**src/rtl/uart_tx_queue.sv**
```systemverilog
// ---------------------------------------------------------------------------
// uart_tx_queue
//
// UART transmitter with a transmit FIFO in front of it and a periodic
// auto-send source. Producers push words without looking at busy. The frame
// engine pops the FIFO head, or falls back to a pending periodic request, and
// serialises the word as:
//   start bit (0), DATA_W data bits LSB first, optional parity, STOP_BITS stop bits (1).
//
// Optional feature macro: UART_TX_PARITY_EN
//   When defined, a parity bit follows the data bits and the parameter
//   PARITY_ODD is added (0 = even parity, non-zero = odd parity).
//
// Parameters:
//   CLK_HZ      input clock frequency in Hz
//   BAUD        line rate; one bit lasts CLK_HZ / BAUD cycles
//   DATA_W      payload bits per frame (1..16)
//   FIFO_DEPTH  FIFO entries (power of two, >= 2)
//   STOP_BITS   stop bits per frame (1 or 2)
//   PERIOD_CYC  auto-send period in clock cycles (>= 2)
//
// Ports:
//   clk           system clock, rising edge
//   reset         asynchronous reset, active low
//   wr_en         push wr_data into the FIFO
//   wr_data       word to queue
//   periodic_en   enables the periodic auto-send of periodic_data
//   periodic_data word sent on every period tick
//   clr_ovf       clears the sticky overflow flag
//   full          FIFO holds FIFO_DEPTH words
//   empty         FIFO holds no words
//   level         FIFO occupancy
//   overflow      sticky: a write was dropped because the FIFO was full
//   tx            serial line, idle high
//   busy          high while a frame is on the line
// ---------------------------------------------------------------------------
module uart_tx_queue #(
    parameter int CLK_HZ     = 100_000_000,
    parameter int BAUD       = 115200,
    parameter int DATA_W     = 9,
    parameter int FIFO_DEPTH = 8,
    parameter int STOP_BITS  = 1,
    parameter int PERIOD_CYC = 50_000_000
`ifdef UART_TX_PARITY_EN
    ,
    parameter int PARITY_ODD = 0
`endif
) (
    input  logic                          clk,
    input  logic                          reset,
    input  logic                          wr_en,
    input  logic [DATA_W-1:0]             wr_data,
    input  logic                          periodic_en,
    input  logic [DATA_W-1:0]             periodic_data,
    input  logic                          clr_ovf,
    output logic                          full,
    output logic                          empty,
    output logic [$clog2(FIFO_DEPTH):0]   level,
    output logic                          overflow,
    output logic                          tx,
    output logic                          busy
);

    localparam int DIV    = CLK_HZ / BAUD;
    localparam int PTR_W  = $clog2(FIFO_DEPTH);
    localparam int LVL_W  = PTR_W + 1;
    localparam int BAUD_W = $clog2(DIV + 1);
    localparam int BIT_W  = $clog2(DATA_W + 1);
    localparam int PER_W  = $clog2(PERIOD_CYC + 1);

    localparam logic [BAUD_W-1:0] BAUD_LAST = BAUD_W'(DIV - 1);
    localparam logic [BIT_W-1:0]  DATA_LAST = BIT_W'(DATA_W - 1);
    localparam logic [BIT_W-1:0]  STOP_LAST = BIT_W'(STOP_BITS - 1);
    localparam logic [PER_W-1:0]  PER_LAST  = PER_W'(PERIOD_CYC - 1);
    localparam logic [LVL_W-1:0]  LVL_FULL  = LVL_W'(FIFO_DEPTH);

    localparam logic [2:0] ST_IDLE   = 3'd0;
    localparam logic [2:0] ST_START  = 3'd1;
    localparam logic [2:0] ST_DATA   = 3'd2;
`ifdef UART_TX_PARITY_EN
    localparam logic [2:0] ST_PARITY = 3'd3;
`endif
    localparam logic [2:0] ST_STOP   = 3'd4;

    logic [DATA_W-1:0] mem_q [FIFO_DEPTH];
    logic [DATA_W-1:0] mem_d [FIFO_DEPTH];
    logic [PTR_W-1:0]  wr_ptr_q, wr_ptr_d;
    logic [PTR_W-1:0]  rd_ptr_q, rd_ptr_d;
    logic [LVL_W-1:0]  level_q, level_d;
    logic              ovf_q, ovf_d;

    logic [PER_W-1:0]  per_cnt_q, per_cnt_d;
    logic              per_pend_q, per_pend_d;

    logic [2:0]        state_q, state_d;
    logic [BAUD_W-1:0] baud_q, baud_d;
    logic [BIT_W-1:0]  bit_q, bit_d;
    logic [DATA_W-1:0] shift_q, shift_d;
`ifdef UART_TX_PARITY_EN
    logic              par_q, par_d;
`endif

    logic              fifo_full;
    logic              fifo_empty;
    logic              push;
    logic              pop;
    logic              drop;
    logic              take_per;
    logic              bit_done;
    logic              try_start;
    logic [DATA_W-1:0] next_word;

    assign fifo_full  = (level_q == LVL_FULL);
    assign fifo_empty = (level_q == '0);

    // Frame engine. A new frame may begin either from IDLE or straight out of
    // the last stop-bit cycle, which is what keeps back-to-back frames gapless.
    // The word is captured into the shift register at that moment, so later
    // changes on wr_data/periodic_data never disturb a frame in flight.
    always_comb begin
        state_d   = state_q;
        baud_d    = baud_q;
        bit_d     = bit_q;
        shift_d   = shift_q;
        pop       = 1'b0;
        take_per  = 1'b0;
        try_start = 1'b0;
        next_word = mem_q[rd_ptr_q];
`ifdef UART_TX_PARITY_EN
        par_d     = par_q;
`endif
        bit_done  = (baud_q == BAUD_LAST);

        if (state_q != ST_IDLE) begin
            baud_d = bit_done ? '0 : baud_q + 1'b1;
        end

        case (state_q)
            ST_IDLE: begin
                try_start = 1'b1;
            end
            ST_START: begin
                if (bit_done) begin
                    state_d = ST_DATA;
                    bit_d   = '0;
                end
            end
            ST_DATA: begin
                if (bit_done) begin
                    shift_d = shift_q >> 1;
                    if (bit_q == DATA_LAST) begin
                        bit_d = '0;
`ifdef UART_TX_PARITY_EN
                        state_d = ST_PARITY;
`else
                        state_d = ST_STOP;
`endif
                    end else begin
                        bit_d = bit_q + 1'b1;
                    end
                end
            end
`ifdef UART_TX_PARITY_EN
            ST_PARITY: begin
                if (bit_done) begin
                    state_d = ST_STOP;
                    bit_d   = '0;
                end
            end
`endif
            ST_STOP: begin
                if (bit_done) begin
                    if (bit_q == STOP_LAST) begin
                        state_d   = ST_IDLE;
                        try_start = 1'b1;
                    end else begin
                        bit_d = bit_q + 1'b1;
                    end
                end
            end
            default: begin
                state_d = ST_IDLE;
            end
        endcase

        // The FIFO always wins over a periodic request; the request simply
        // stays pending until a frame slot is free with the FIFO empty.
        if (try_start) begin
            if (!fifo_empty) begin
                pop       = 1'b1;
                next_word = mem_q[rd_ptr_q];
                state_d   = ST_START;
                baud_d    = '0;
                shift_d   = next_word;
            end else if (per_pend_q) begin
                take_per  = 1'b1;
                next_word = periodic_data;
                state_d   = ST_START;
                baud_d    = '0;
                shift_d   = next_word;
            end
`ifdef UART_TX_PARITY_EN
            par_d = (^next_word) ^ (PARITY_ODD != 0);
`endif
        end
    end

    // FIFO bookkeeping. A write into a full FIFO is still accepted when the
    // frame engine pops in the same cycle; only a genuinely dropped write
    // raises overflow, and it beats a simultaneous clear.
    always_comb begin
        push     = wr_en && (!fifo_full || pop);
        drop     = wr_en && fifo_full && !pop;
        mem_d    = mem_q;
        wr_ptr_d = wr_ptr_q;
        rd_ptr_d = rd_ptr_q;
        level_d  = level_q;
        ovf_d    = ovf_q;

        if (push) begin
            mem_d[wr_ptr_q] = wr_data;
            wr_ptr_d        = wr_ptr_q + 1'b1;
        end
        if (pop) begin
            rd_ptr_d = rd_ptr_q + 1'b1;
        end
        case ({push, pop})
            2'b10:   level_d = level_q + 1'b1;
            2'b01:   level_d = level_q - 1'b1;
            default: level_d = level_q;
        endcase

        if (clr_ovf) begin
            ovf_d = 1'b0;
        end
        if (drop) begin
            ovf_d = 1'b1;
        end
    end

    // Periodic tick generator. Disabling it clears both the counter and any
    // pending request. A tick landing on an already pending request is simply
    // absorbed; a tick in the same cycle the request is served re-arms it.
    always_comb begin
        per_cnt_d  = '0;
        per_pend_d = 1'b0;
        if (periodic_en) begin
            per_pend_d = per_pend_q && !take_per;
            if (per_cnt_q == PER_LAST) begin
                per_cnt_d  = '0;
                per_pend_d = 1'b1;
            end else begin
                per_cnt_d = per_cnt_q + 1'b1;
            end
        end
    end

    // All state registers, cleared by the asynchronous reset.
    always_ff @(posedge clk or negedge reset) begin
        if (!reset) begin
            for (int i = 0; i < FIFO_DEPTH; i++) begin
                mem_q[i] <= '0;
            end
            wr_ptr_q   <= '0;
            rd_ptr_q   <= '0;
            level_q    <= '0;
            ovf_q      <= 1'b0;
            per_cnt_q  <= '0;
            per_pend_q <= 1'b0;
            state_q    <= ST_IDLE;
            baud_q     <= '0;
            bit_q      <= '0;
            shift_q    <= '0;
`ifdef UART_TX_PARITY_EN
            par_q      <= 1'b0;
`endif
        end else begin
            mem_q      <= mem_d;
            wr_ptr_q   <= wr_ptr_d;
            rd_ptr_q   <= rd_ptr_d;
            level_q    <= level_d;
            ovf_q      <= ovf_d;
            per_cnt_q  <= per_cnt_d;
            per_pend_q <= per_pend_d;
            state_q    <= state_d;
            baud_q     <= baud_d;
            bit_q      <= bit_d;
            shift_q    <= shift_d;
`ifdef UART_TX_PARITY_EN
            par_q      <= par_d;
`endif
        end
    end

    // The line is decoded straight from the state flops, so reset drives it
    // back to idle-high immediately rather than on the next edge.
    always_comb begin
        tx = 1'b1;
        case (state_q)
            ST_START:  tx = 1'b0;
            ST_DATA:   tx = shift_q[0];
`ifdef UART_TX_PARITY_EN
            ST_PARITY: tx = par_q;
`endif
            default:   tx = 1'b1;
        endcase
    end

    assign busy     = (state_q != ST_IDLE);
    assign full     = fifo_full;
    assign empty    = fifo_empty;
    assign level    = level_q;
    assign overflow = ovf_q;

endmodule

```
**config.mk**
```make
export PLATFORM = sky130hd
export DESIGN_NAME = uart_tx_queue
export DESIGN_NICKNAME = d
export VERILOG_FILES = /design/src/rtl/uart_tx_queue.sv
export SDC_FILE = /design/constraint.sdc
export NUM_CORES = 1
export LEC_CHECK = 0
export BUFFER_PORTS_ARGS = -buffer_cell sky130_fd_sc_hd__buf_4
export CORE_ASPECT_RATIO = 0.7
export CORE_MARGIN = 1
export CORE_UTILIZATION = 40
export CTS_CLUSTER_DIAMETER = 100
export DETAILED_ROUTE_END_ITERATION = 10
export SYNTH_ARGS = -nofsm -noshare
export SYNTH_HDL_FRONTEND = slang
export SYNTH_SLANG_ARGS = --single-unit
export TNS_END_PERCENT = 20
```
**constraint.sdc**
```tcl
create_clock -name clk -period 3.25 [get_ports clk]
set_input_delay 0.325 -clock clk [delete_from_list [all_inputs] [get_ports clk]]
set_output_delay 0.325 -clock clk [all_outputs]
set_load 0.02 [all_outputs]
```
== After elaboration in Yosys (flattened, before gate mapping) ==
Cells that the tools add are included.
Word-level totals
  output and inout port bits: 9
  bits of input ports: 23
  bits in registers: 136
Cells by class
  muxes and demuxes: 47
  equal/unequal tests: 13
  order comparisons: 3
  bitwise operators: 2
  reduce and logical (&&, ||, !) cells: 17
  add/sub/neg operators: 7
Operators by type and width (number)
  72-bit bitwise mux: 1
  9-bit 2-to-1 mux: 8
  26-bit 2-to-1 mux: 2
  10-bit 2-to-1 mux: 5
  9-bit binary-select mux with 3-bit select: 1
  9-bit demux with 3-bit select: 1
  26-bit by 1-bit adder with 26-bit output (second input constant): 1
  26-bit equality test (second input constant): 1
  3-bit 2-to-1 mux: 8
  4-bit 2-to-1 mux: 5
  3-bit one-hot mux with 4 select lines: 1
  4-bit one-hot mux with 3 select lines: 1
  1-bit 2-to-1 mux: 11
  10-bit by 1-bit adder with 10-bit output (second input constant): 1
  10-bit equality test (second input constant): 1
  4-bit by 1-bit adder with 4-bit output (second input constant): 2
  4-bit equality test (second input constant): 2
  4-bit >= comparator (second input constant): 2
  4-bit logical NOT: 2
  2-bit inequality test (second input constant): 4
  3-bit NOT with 4-bit output: 2
  4-bit one-hot mux with 2 select lines: 1
  3-bit by 1-bit adder with 3-bit output (second input constant): 2
  3-bit nonzero test: 2
  14 further kinds: 22

== Logic depth before layout (Yosys ltp) ==
  depth after elaboration: 9
  depth in mapped cells: 13

== Least setup slack after synthesis ==
Ideal clock, no wire load.
  path kind: register to register
  start point: register level_q[1], in the netlist level[1]
  end point: register level_q[2], in the netlist level[2]
  clock period less this slack: 3.077 ns
  required time: 3.116 ns
  arrival: 2.942 ns
  library setup time: 0.134 ns
  setup slack: 0.173 ns
  stages on the path, launching flop included: 13
  path through: dfrtp_1 clkbuf_1 nor4b_1 and2_1 nand2_1 nand2_1 ha_1 xor2_1 ha_1 a21oi_1 xor2_1 nor2_1 xor2_1
On the way
  elaborated cells on any way between the ends: 13
RTL lines
  start, declared: RTL line 89  | logic [LVL_W-1:0] level_q, level_d;
  start signal, assigned: RTL line 281  | level_q <= level_d;
  4-bit equality test (*): RTL line 113  | assign fifo_full = (level_q == LVL_FULL);
  via full: RTL line 56  | output logic full,
  1-bit logical NOT (*): RTL line 212  | push = wr_en && (!fifo_full || pop);
  1-bit logical OR (*): RTL line 212
  1-bit logical AND (*): RTL line 212
  2-bit by 1-bit equality test with 1-bit output / 2-bit equality test (equally long branches): RTL line 227  | case ({push, pop})
  4-bit one-hot mux with 2 select lines / 2-bit nonzero test (equally long branches)
Mark *: on every way through the listed nets, which the timed path passes. The rest lies on a longest branch.
A chain may end at the register's enable or synchronous reset.

== Worst setup path after layout ==
  start point: register bit_q[0]
  end point: register level_q[2], in the netlist level[2]
On the way
  longest elaborated chain between the ends: 9
  elaborated cells on any way between the ends: 11
Ends and longest elaborated chain
  start, declared: RTL line 97  | logic [BIT_W-1:0] bit_q, bit_d;
  start signal, assigned: RTL line 287  | bit_q <= bit_d;
  4-bit logical NOT (*): RTL line 173  | if (bit_q == STOP_LAST) begin
  1-bit 2-to-1 mux (*): RTL line 173
  1-bit 2-to-1 mux (*): RTL line 172  | if (bit_done) begin
  1-bit one-hot mux with 2 select lines (*): RTL line 138  | case (state_q)
  1-bit 2-to-1 mux (*): RTL line 188  | if (try_start) begin
  1-bit logical OR: RTL line 212
  1-bit logical AND: RTL line 212
  2-bit by 1-bit equality test with 1-bit output / 2-bit equality test (equally long branches): RTL line 227
  4-bit one-hot mux with 2 select lines / 2-bit nonzero test (equally long branches)
Every way passes the cells marked *; elsewhere a longest branch is shown, timed or not.

==> metrics.yaml <==
outcome:
  run_status: "completed"
detailed_routing:
  drt_iter0_drc: 284
  vias_per_cell: 5.28
  wirelength_um: 14800
  drtAntennaViolNets: 0
  num_vias: 4476
  post_drt_wl_per_cell_um: 17.5
  dr.pass1.iters: 4
  drcViolationCount: 0
floorplan:
  coreArea_mm2: 0.0163
  rows: 39
  fp.dieArea_mm2: 0.0172
  dieWidth_um: 156
  num_io_pins: 32
  chipHeight_um: 110
  initial_core_util: 0.409
layout:
  mostFrequentLayoutCell: "dfrtp_1"
  antenna_cells: 0
  postLayoutCoreUtil: 0.479
  drive_gt1_frac: 0.289
  fin_nets: 642
  layoutNonFillerInstCount: 848
  layout_common_cells: "136 x dfrtp_1, 87 x mux2_2, 48 x nor2_1"
  syn2layout_area_growth_pct: 17.2
yosys:
  synth_fp_nets: 596
  ys_seq_area_frac: 0.511
  synth-seq-cells: 136
  netlist_area_mm2: 0.00666
  synth_edf_count: 0
  synth_flop_cell: "dfrtp_1"
  async_flop_share: 1.00
  yosysUniqueCellTypes: 58
  postSynthCellCount: 564
  syn_area_per_cell_um2: 11.8
  yosys_warnings: 0
timing:
  final_hold_viol_count: 0
  fmaxAchievable_mhz: 329
  slew_headroom: 0.496
  slew_viol_final: 0
  finalCritPeriodShare: 0.936
  min_period_ps: 3040
  fin_ws_ps: 207
  setup_viol: 0
  fin_skew_ps: 7.80
  rsz0062_at_grt: "no"
  setup_tns_ps: 0
  worst_slew_pin_slew_ps: 755
setup_path:
  critPathArrivalTime_ps: 3330
  r2r_cells: 13
  r2r_end: "level[2]$_DFFE_PN0P_"
  worstPathMaxFanout: 5
  regToRegStartpoint: "bit_q[0]$_DFFE_PN0P_"
  r2r_setup_slack_ps: 210
  critPathKind: "register to register"
  end_kind: "register"
  cp_data_required_time_ps: 3540
  worst_setup_path_start_kind: "register"
placed_design:
  io_buffers: 31
  placed_cells: 815
  gp_congestion: 0.777
  dpl.hpwl_um: 9850
  pre_cts_slack_ps: 110
flow_run:
  cap_violations: 0
worst_hold_path:
  min_path_type: "input pin to register"
  min_to: "overflow$_DFFE_PN0P_"
  hold_depth: 2
  min_from: "clr_ovf"
global_route:
  grt_pass1_wl_um: 23600
  grt_start_max_net_pins: 72
  antenna_found_initial: 0
  grt_pass1_vias: 4425
  track_usage: 0.183
  grt-ovfl-total: 0
power_and_ir_drop:
  leakage_nw: 3.33
  power_mw: 6.93
  power_density_mw_per_mm2: 887
  peakVddDrop_mv: 0.448
clocking:
  numCtsBuffers: 17
  ctsHtreeMaxLevel: 4
  tritoncts: "yes"
  path_clk_slew_ps: 60
  cts_max_path_buffers: 2
  ctsRootBufferMaster: "clkbuf_16"
  clk_latency_ps: 410
  clock_sinks: 136
## cell families after synthesis
logic type      Yosys count  synth area share
compound gates           67            0.0683
xor+xnor                 40            0.0526
fa+ha+maj                 9            0.0169
buf+inv                  29            0.0180
flops                   136             0.511
mux                     119             0.198
simple gates            164             0.136
## synth_stat cells, types with 4 or more instances
master / number / area share
nand2b_1: 6 / 0.0056
ha_1: 9 / 0.017
nand3_1: 17 / 0.013
o21ai_0: 11 / 0.0083
nor2b_1: 8 / 0.0075
buf_1: 4 / 0.0023
nor4_1: 5 / 0.0047
o31ai_1: 4 / 0.0045
a221oi_1: 7 / 0.0092
nor3_1: 5 / 0.0038
nand4_1: 10 / 0.0094
a22oi_1: 9 / 0.010
dfrtp_1: 136 / 0.51
inv_1: 7 / 0.0039
clkbuf_1: 13 / 0.0073
nor2_1: 48 / 0.027
or4_1: 4 / 0.0045
mux2i_1: 28 / 0.042
xor2_1: 18 / 0.024
mux2_2: 87 / 0.15
nand2_1: 32 / 0.018
o22ai_1: 16 / 0.015
xnor2_1: 22 / 0.029
a21oi_1: 7 / 0.0053
## cell type report
class	count	area [µm²]
clock inverters	13	130
clock buffers	19	443
flip-flops and latches	136	3400
inverters	8	30.0
well taps	225	282
fillers	1485	8490
multi-input cells	399	3150
repair buffers	48	379
## worst max-delay path by stage
| stage | startpoint | to | depth (start not counted) |
|---|---|---|---|
| floorplan | level[1]$_DFFE_PN0P_ | level[2]$_DFFE_PN0P_ | 12 |
| global placement | bit_q[0]$_DFFE_PN0P_ | level[2]$_DFFE_PN0P_ | 13 |
| detailed placement | bit_q[0]$_DFFE_PN0P_ | level[2]$_DFFE_PN0P_ | 13 |
| CTS | bit_q[0]$_DFFE_PN0P_ | level[2]$_DFFE_PN0P_ | 13 |
| global route | bit_q[0]$_DFFE_PN0P_ | level[2]$_DFFE_PN0P_ | 13 |
| finish | bit_q[0]$_DFFE_PN0P_ | level[2]$_DFFE_PN0P_ | 13 |
## flip-flops by register name (all words and copies together), names as in the netlist
signal,flops
shift_q,9
state_q,3
wr_ptr_q,3
overflow,1
per_pend_q,1
per_cnt_q,26
baud_q,10
mem_q,72
rd_ptr_q,3
bit_q,4
level,4
## stage by stage
stage          hold WS [ps]  instance area (µm²)
6_report                110                 7810
5_1_grt                97.8                 7810
4_1_cts                93.7                 7810
2_1_floorplan          29.4                 6660
3_5_place_dp            377                 7220
3_3_place_gp            368                 7220
## where the power goes
group / switching (mW) / internal, mW
registers: 0.446 / 2.32
logic: 1.10 / 1.20
clock network: 0.727 / 1.14
## routing by layer
metal  share of wire  vias to the layer above  GRT usage
li1                -                     2147          -
met1            0.50                     2250      0.260
met2            0.45                       60      0.277
met3           0.027                       19     0.0383
met4           0.015                        0     0.0658
met5               0                        -          0
## worst max-delay path: stages, from the launching register on
cell	delay [ps]
dfrtp_1	420
inv_1	70
ha_1	140
or3b_2	460
or4_4	470
nand2_1	180
nand2_2	120
ha_2	230
xor2_1	150
ha_1	180
a21oi_1	150
xor2_1	150
nor2_1	60
xor2_1	140
## repair_timing
action                                  in CTS  in global routing
hold buffers                                 1                  0
endpoints found under the setup margin       0                  1
hold endpoints to repair                    70                  0
setup buffers                                0                  0
gates resized for setup                      0                  2
Power figures use the tool's default switching activity.
